$ cat config.mk
export PLATFORM = sky130hd
export DESIGN_NAME = dcache_ctrl
export DESIGN_NICKNAME = d
export VERILOG_FILES = /design/src/rtl/dcache_ctrl.sv
export SDC_FILE = /design/constraint.sdc
export NUM_CORES = 1
export LEC_CHECK = 0
export BUFFER_PORTS_ARGS = -buffer_cell sky130_fd_sc_hd__buf_4
export CORE_ASPECT_RATIO = 0.75
export CORE_MARGIN = 2
export CORE_UTILIZATION = 45
export CTS_CLUSTER_SIZE = 14
export DETAILED_ROUTE_END_ITERATION = 10
export GPL_ROUTABILITY_DRIVEN = 0
export GPL_TIMING_DRIVEN = 1
export MAX_ROUTING_LAYER = met4
export PLACE_DENSITY_LB_ADDON = 0.08
export SETUP_SLACK_MARGIN = 0.3
export SKIP_LAST_GASP = 1
export SYNTH_ARGS = -nofsm -noshare
export SYNTH_HDL_FRONTEND = slang
export SYNTH_SLANG_ARGS = --single-unit
$ cat constraint.sdc
create_clock -name clk -period 2.94 [get_ports clk]
set_clock_uncertainty 0.2 [all_clocks]
set_input_delay 0.147 -clock clk [delete_from_list [all_inputs] [get_ports clk]]
set_output_delay 0.147 -clock clk [all_outputs]
set_load 0.05 [all_outputs]
$ cat src/rtl/dcache_ctrl.sv
// Direct-mapped, write-through, no-write-allocate data-cache controller.
// Holds the tag/valid array, sequences 4-word line refills and write-through stores.
module dcache_ctrl #(
   parameter int ADDR_W   = 10,
   parameter int INDEX_W  = 5,
   parameter int OFFSET_W = 2
) (
   input  logic              clk,
   input  logic              rst,
   input  logic              MemRead,
   input  logic              MemWrite,
   input  logic [ADDR_W-1:0] WordAddress,
   output logic              stall,
   output logic              hit,
   output logic              cache_we,
   output logic [ADDR_W-1:0] cache_addr,
   output logic              cache_src,
   output logic              mem_rd,
   output logic              mem_wr,
   output logic [ADDR_W-1:0] mem_addr,
   input  logic              mem_ready,
   output logic [15:0]       hit_cnt,
   output logic [15:0]       miss_cnt
);
   localparam int TAG_W = ADDR_W - INDEX_W - OFFSET_W;
   localparam int LINES = 1 << INDEX_W;

   typedef enum logic [1:0] {IDLE, REFILL, WRITE} state_e;

   state_e              state_q, state_d;
   logic [ADDR_W-1:0]   addr_q, addr_d;
   logic [OFFSET_W-1:0] cnt_q, cnt_d;
   logic [LINES-1:0]    valid_q;
   logic [TAG_W-1:0]    tag_q [LINES];
   logic [15:0]         hit_cnt_q, miss_cnt_q;
   logic                hit_inc, miss_inc, line_fill;
   logic [INDEX_W-1:0]  req_idx, fill_idx;
   logic [TAG_W-1:0]    req_tag, fill_tag;
   logic                lookup;
   logic [ADDR_W-1:0]   refill_addr;

   assign req_idx     = WordAddress[OFFSET_W +: INDEX_W];
   assign req_tag     = WordAddress[ADDR_W-1 -: TAG_W];
   assign fill_idx    = addr_q[OFFSET_W +: INDEX_W];
   assign fill_tag    = addr_q[ADDR_W-1 -: TAG_W];
   assign lookup      = valid_q[req_idx] && (tag_q[req_idx] == req_tag);
   assign refill_addr = {addr_q[ADDR_W-1:OFFSET_W], cnt_q};

   always_comb begin
      state_d    = state_q;
      addr_d     = addr_q;
      cnt_d      = cnt_q;
      hit_inc    = 1'b0;
      miss_inc   = 1'b0;
      line_fill  = 1'b0;
      stall      = 1'b0;
      hit        = 1'b0;
      cache_we   = 1'b0;
      cache_addr = '0;
      cache_src  = 1'b0;
      mem_rd     = 1'b0;
      mem_wr     = 1'b0;
      mem_addr   = '0;
      case (state_q)
         IDLE: begin
            if (MemWrite) begin
               stall   = 1'b1;
               hit     = lookup;
               addr_d  = WordAddress;
               state_d = WRITE;
               if (lookup) begin
                  cache_we   = 1'b1;
                  cache_addr = WordAddress;
                  hit_inc    = 1'b1;
               end else begin
                  miss_inc = 1'b1;
               end
            end else if (MemRead) begin
               hit = lookup;
               if (lookup) begin
                  hit_inc = 1'b1;
               end else begin
                  stall    = 1'b1;
                  addr_d   = {WordAddress[ADDR_W-1:OFFSET_W], {OFFSET_W{1'b0}}};
                  cnt_d    = '0;
                  miss_inc = 1'b1;
                  state_d  = REFILL;
               end
            end
         end
         REFILL: begin
            stall    = 1'b1;
            mem_rd   = 1'b1;
            mem_addr = refill_addr;
            if (mem_ready) begin
               cache_we   = 1'b1;
               cache_src  = 1'b1;
               cache_addr = refill_addr;
               cnt_d      = cnt_q + OFFSET_W'(1);
               if (cnt_q == '1) begin
                  line_fill = 1'b1;
                  state_d   = IDLE;
               end
            end
         end
         WRITE: begin
            mem_wr   = 1'b1;
            mem_addr = addr_q;
            stall    = ~mem_ready;
            if (mem_ready) state_d = IDLE;
         end
         default: state_d = IDLE;
      endcase
      // A request can still be held while reset is low; keep every output quiet.
      if (!rst) begin
         stall      = 1'b0;
         hit        = 1'b0;
         cache_we   = 1'b0;
         cache_addr = '0;
         cache_src  = 1'b0;
         mem_rd     = 1'b0;
         mem_wr     = 1'b0;
         mem_addr   = '0;
         hit_inc    = 1'b0;
         miss_inc   = 1'b0;
         line_fill  = 1'b0;
      end
   end

   always_ff @(posedge clk or negedge rst) begin
      if (!rst) begin
         state_q    <= IDLE;
         addr_q     <= '0;
         cnt_q      <= '0;
         valid_q    <= '0;
         hit_cnt_q  <= '0;
         miss_cnt_q <= '0;
      end else begin
         state_q <= state_d;
         addr_q  <= addr_d;
         cnt_q   <= cnt_d;
         if (line_fill) valid_q[fill_idx] <= 1'b1;
         if (hit_inc && (hit_cnt_q != '1)) hit_cnt_q <= hit_cnt_q + 16'd1;
         if (miss_inc && (miss_cnt_q != '1)) miss_cnt_q <= miss_cnt_q + 16'd1;
      end
   end

   always_ff @(posedge clk) begin
      if (line_fill) tag_q[fill_idx] <= fill_tag;
   end

   assign hit_cnt  = hit_cnt_q;
   assign miss_cnt = miss_cnt_q;

endmodule

==> results.md <==
- Status: finished with violations
- Failing checks: setup timing
- Avg WL per Cell: 21.7 um
- Synthesis-stage register bit count: 174
- Via count: 5,386
- Max VDD drop: 0.000457 V
- Drt pass-1 iters: 5
- CP Class: reg -> out
- Die height: 118 um
- Placed Cells incl. Taps: 875
- Clk buf depth: 2
- Synth top cells by count: edfxtp_1 (96), dfrtp_1 (78), nor2_1 (51)
- Max-slew violations: 0
- Final Cell Area: 0.0102 mm^2
- Final setup fails: 54
- Synthesized instance count: 575
- Vias in the first global route: 5,444
- Global-route wire length before repair: 31.4 mm
- Post-DP HPWL: 13.3 mm
- Num ports: 73
- HP Start: WordAddress[3]
- Synthesized area: 0.00780 mm^2
- Critical-path maximum fanout: 6
- CTS tree: built
- Placed instance area: 0.00891 mm^2
- Final ANT Viol Nets: 0
- Worst-path clk slew: 0.07 ns
- Post-synth cell types: 50
- Site Rows: 41
- Largest net degree at the start of global routing: 40
- CP arrival: 3.12 ns
- Area share of the largest cell type after synthesis: 37.0%
- Hold Path End: addr_q[3]
- Initial DRC count: 438
- Dominant cell by count in the synthesized netlist: edfxtp_1
- Reg2Reg Depth: 11
- IO buf count: 72
- Final clock period utilization by the worst path: 118%
- Ant diodes: 0
- CORE AREA: 0.0169 mm^2
- DIE WIDTH: 156 um
- Prevailing post-synth register cell: edfxtp_1
- Vias per cell: 5.75
- Yosys warnings: 0
- Area leader, netlist: edfxtp_1
- Final hold vios: 0
- Highest Clock Rate: 288 MHz
- Fin util: 60.5%
- Unrepaired setup endpoints after global routing: true
- CP endpoint kind: output pin
- Syn_nets: 597
- Detailed Route WL: 20.3 mm
- DRC violations left: 0
- H-tree levels: 4
- Worst Max-Slew Pin Slew: 0.828 ns
- Starting density of the core: 46.2%
- Initial antenna violation count: 0
- Grt ovf: 0
- Synth top area cells: edfxtp_1 (37%), dfrtp_1 (25%), mux4_2 (5.5%)
- Slew margin rel.: 44.7%
- CTS buffer count: 17
- Clock tree sinks: 174
- Worst r2r src: tag_q[0][1]
- Max cap viols: 0
- Critical R2R Capture: hit_cnt[1]
- WP data required: 2.59 ns
- Reg2reg setup slack: -0.41 ns
- Critical Path Start Type: register
- Clock root buffer: clkbuf_16
- GRT Util Overall: 23.4%
- Syn-to-layout area delta: 30.8%
- Layout Nets: 730
- PwrDens: 704 mW/mm^2
- Worst-skew pair later-pin latency: 0.42 ns
- Share of post-route cells with drive strength above 1: 38.0%
- Leakage: 0.00431 uW
- Syn_area_per_cell: 13.6 um^2
- Post-synth EDFFs: 96
- Final non-filler cell total: 936
- Asr flop ratio synth: 44.8%
- DIE AREA: 0.0184 mm^2
- HP Class: in -> reg
- Setup ws final: -0.527 ns
- Post-synthesis sequential area ratio: 62.0%
- Hold depth: 4
- Post-layout min period: 3.47 ns
- # fillers: 1,275
## what timing repair did
item | 4_1_cts | 5_1_grt
setup endpoints to repair | 59 | 59
pin swaps | 29 | 20
hold buffers | 12 | 0
gates resized for setup | 58 | 36
setup buffers | 8 | 9
endpoints found under the hold margin | 89 | 0
## sequential cells by signal, indices dropped and copies added (netlist names)
name	count
tag_q	96
valid_q	32
hit_cnt	16
addr_q	10
state_q	2
cnt_q	2
miss_cnt	16
## stage by stage
| step | setup TNS [ns] | setup WS [ns] | power, uW | hold slack [ns] |
|---|---|---|---|---|
| final | -16.24 | -0.527 | 7190 | 0.172 |
| after CTS | -14.25 | -0.551 | 7160 | 0.142 |
| after detailed placement | -18.03 | -0.485 | 4820 | -0.138 |
| after floorplan | -4.05 | -0.313 | 4160 | -0.349 |
| after global placement | -14.06 | -0.396 | 4770 | -0.138 |
| after global routing | -20.70 | -0.619 | 7480 | 0.173 |
## cell families (layout without fill, tap and decap cells)
group           Yosys count  after routing  synth area share, %
flops                   174            174                 62.0
xor+xnor                 32             32                 3.59
fa+ha+maj                 7              7                 1.12
compound gates           58             58                 5.47
mux                      67             67                 11.8
simple gates            203            203                 14.0
buf+inv                  34            180                 2.07
## how the worst max path moves through the flow
stage,end,slack [ns],from
floorplan,cache_addr[7],-0.31,WordAddress[2]
detailed placement,miss_cnt[6],-0.48,WordAddress[2]
global placement,miss_cnt[4],-0.40,WordAddress[2]
CTS,stall,-0.55,tag_q[0][1]
finish,cache_we,-0.53,tag_q[0][1]
global route,cache_addr[9],-0.62,tag_q[3][1]
## layout by cell type (no fill, tap or decap), drive strengths merged, types with 14 or more instances in the layout
master,count
buf,131
and3,14
nand3,14
nor2,51
mux2i,37
or2,33
clkbuf,18
xor2,17
a22oi,18
mux4,19
nand2,23
edfxtp,96
dfrtp,78
nand4,14
xnor2,15
and2,18
## metal layers
layer	vias up	GRT usage (%)	part of all wire [%]
met5	-	-	0
met4	0	7.00	1.5
met3	27	5.74	6.7
met2	211	31.8	43
met1	2734	34.8	49
li1	2414	-	-
## final cells by class
cell class              instances  area (um^2)  share of cell area [%]
clock buffers                  18          439                    4.30
inverters                       5         18.8                   0.184
clock inverters                14          140                    1.37
multi-input cells             367         3210                    31.4
well taps                     215          269                    2.64
flip-flops and latches        174         4830                    47.4
repair buffers                143         1300                    12.7
## power by group
group | leakage (uW) | switching (uW) | internal (uW)
registers | 0.00192 | 275 | 2910
clock network | 0.000282 | 953 | 1280
logic | 0.00211 | 1140 | 626
## critical path: stages (launching register included)
cell,delay [ns]
edfxtp_1,0.40
mux4_2,0.48
mux4_2,0.51
mux2i_4,0.21
xnor2_2,0.13
nor4_4,0.34
buf_12,0.17
buf_6,0.10
a21oi_4,0.05
nor2b_4,0.14
buf_8,0.16
No activity file was read; power rests on OpenSTA's default activity.
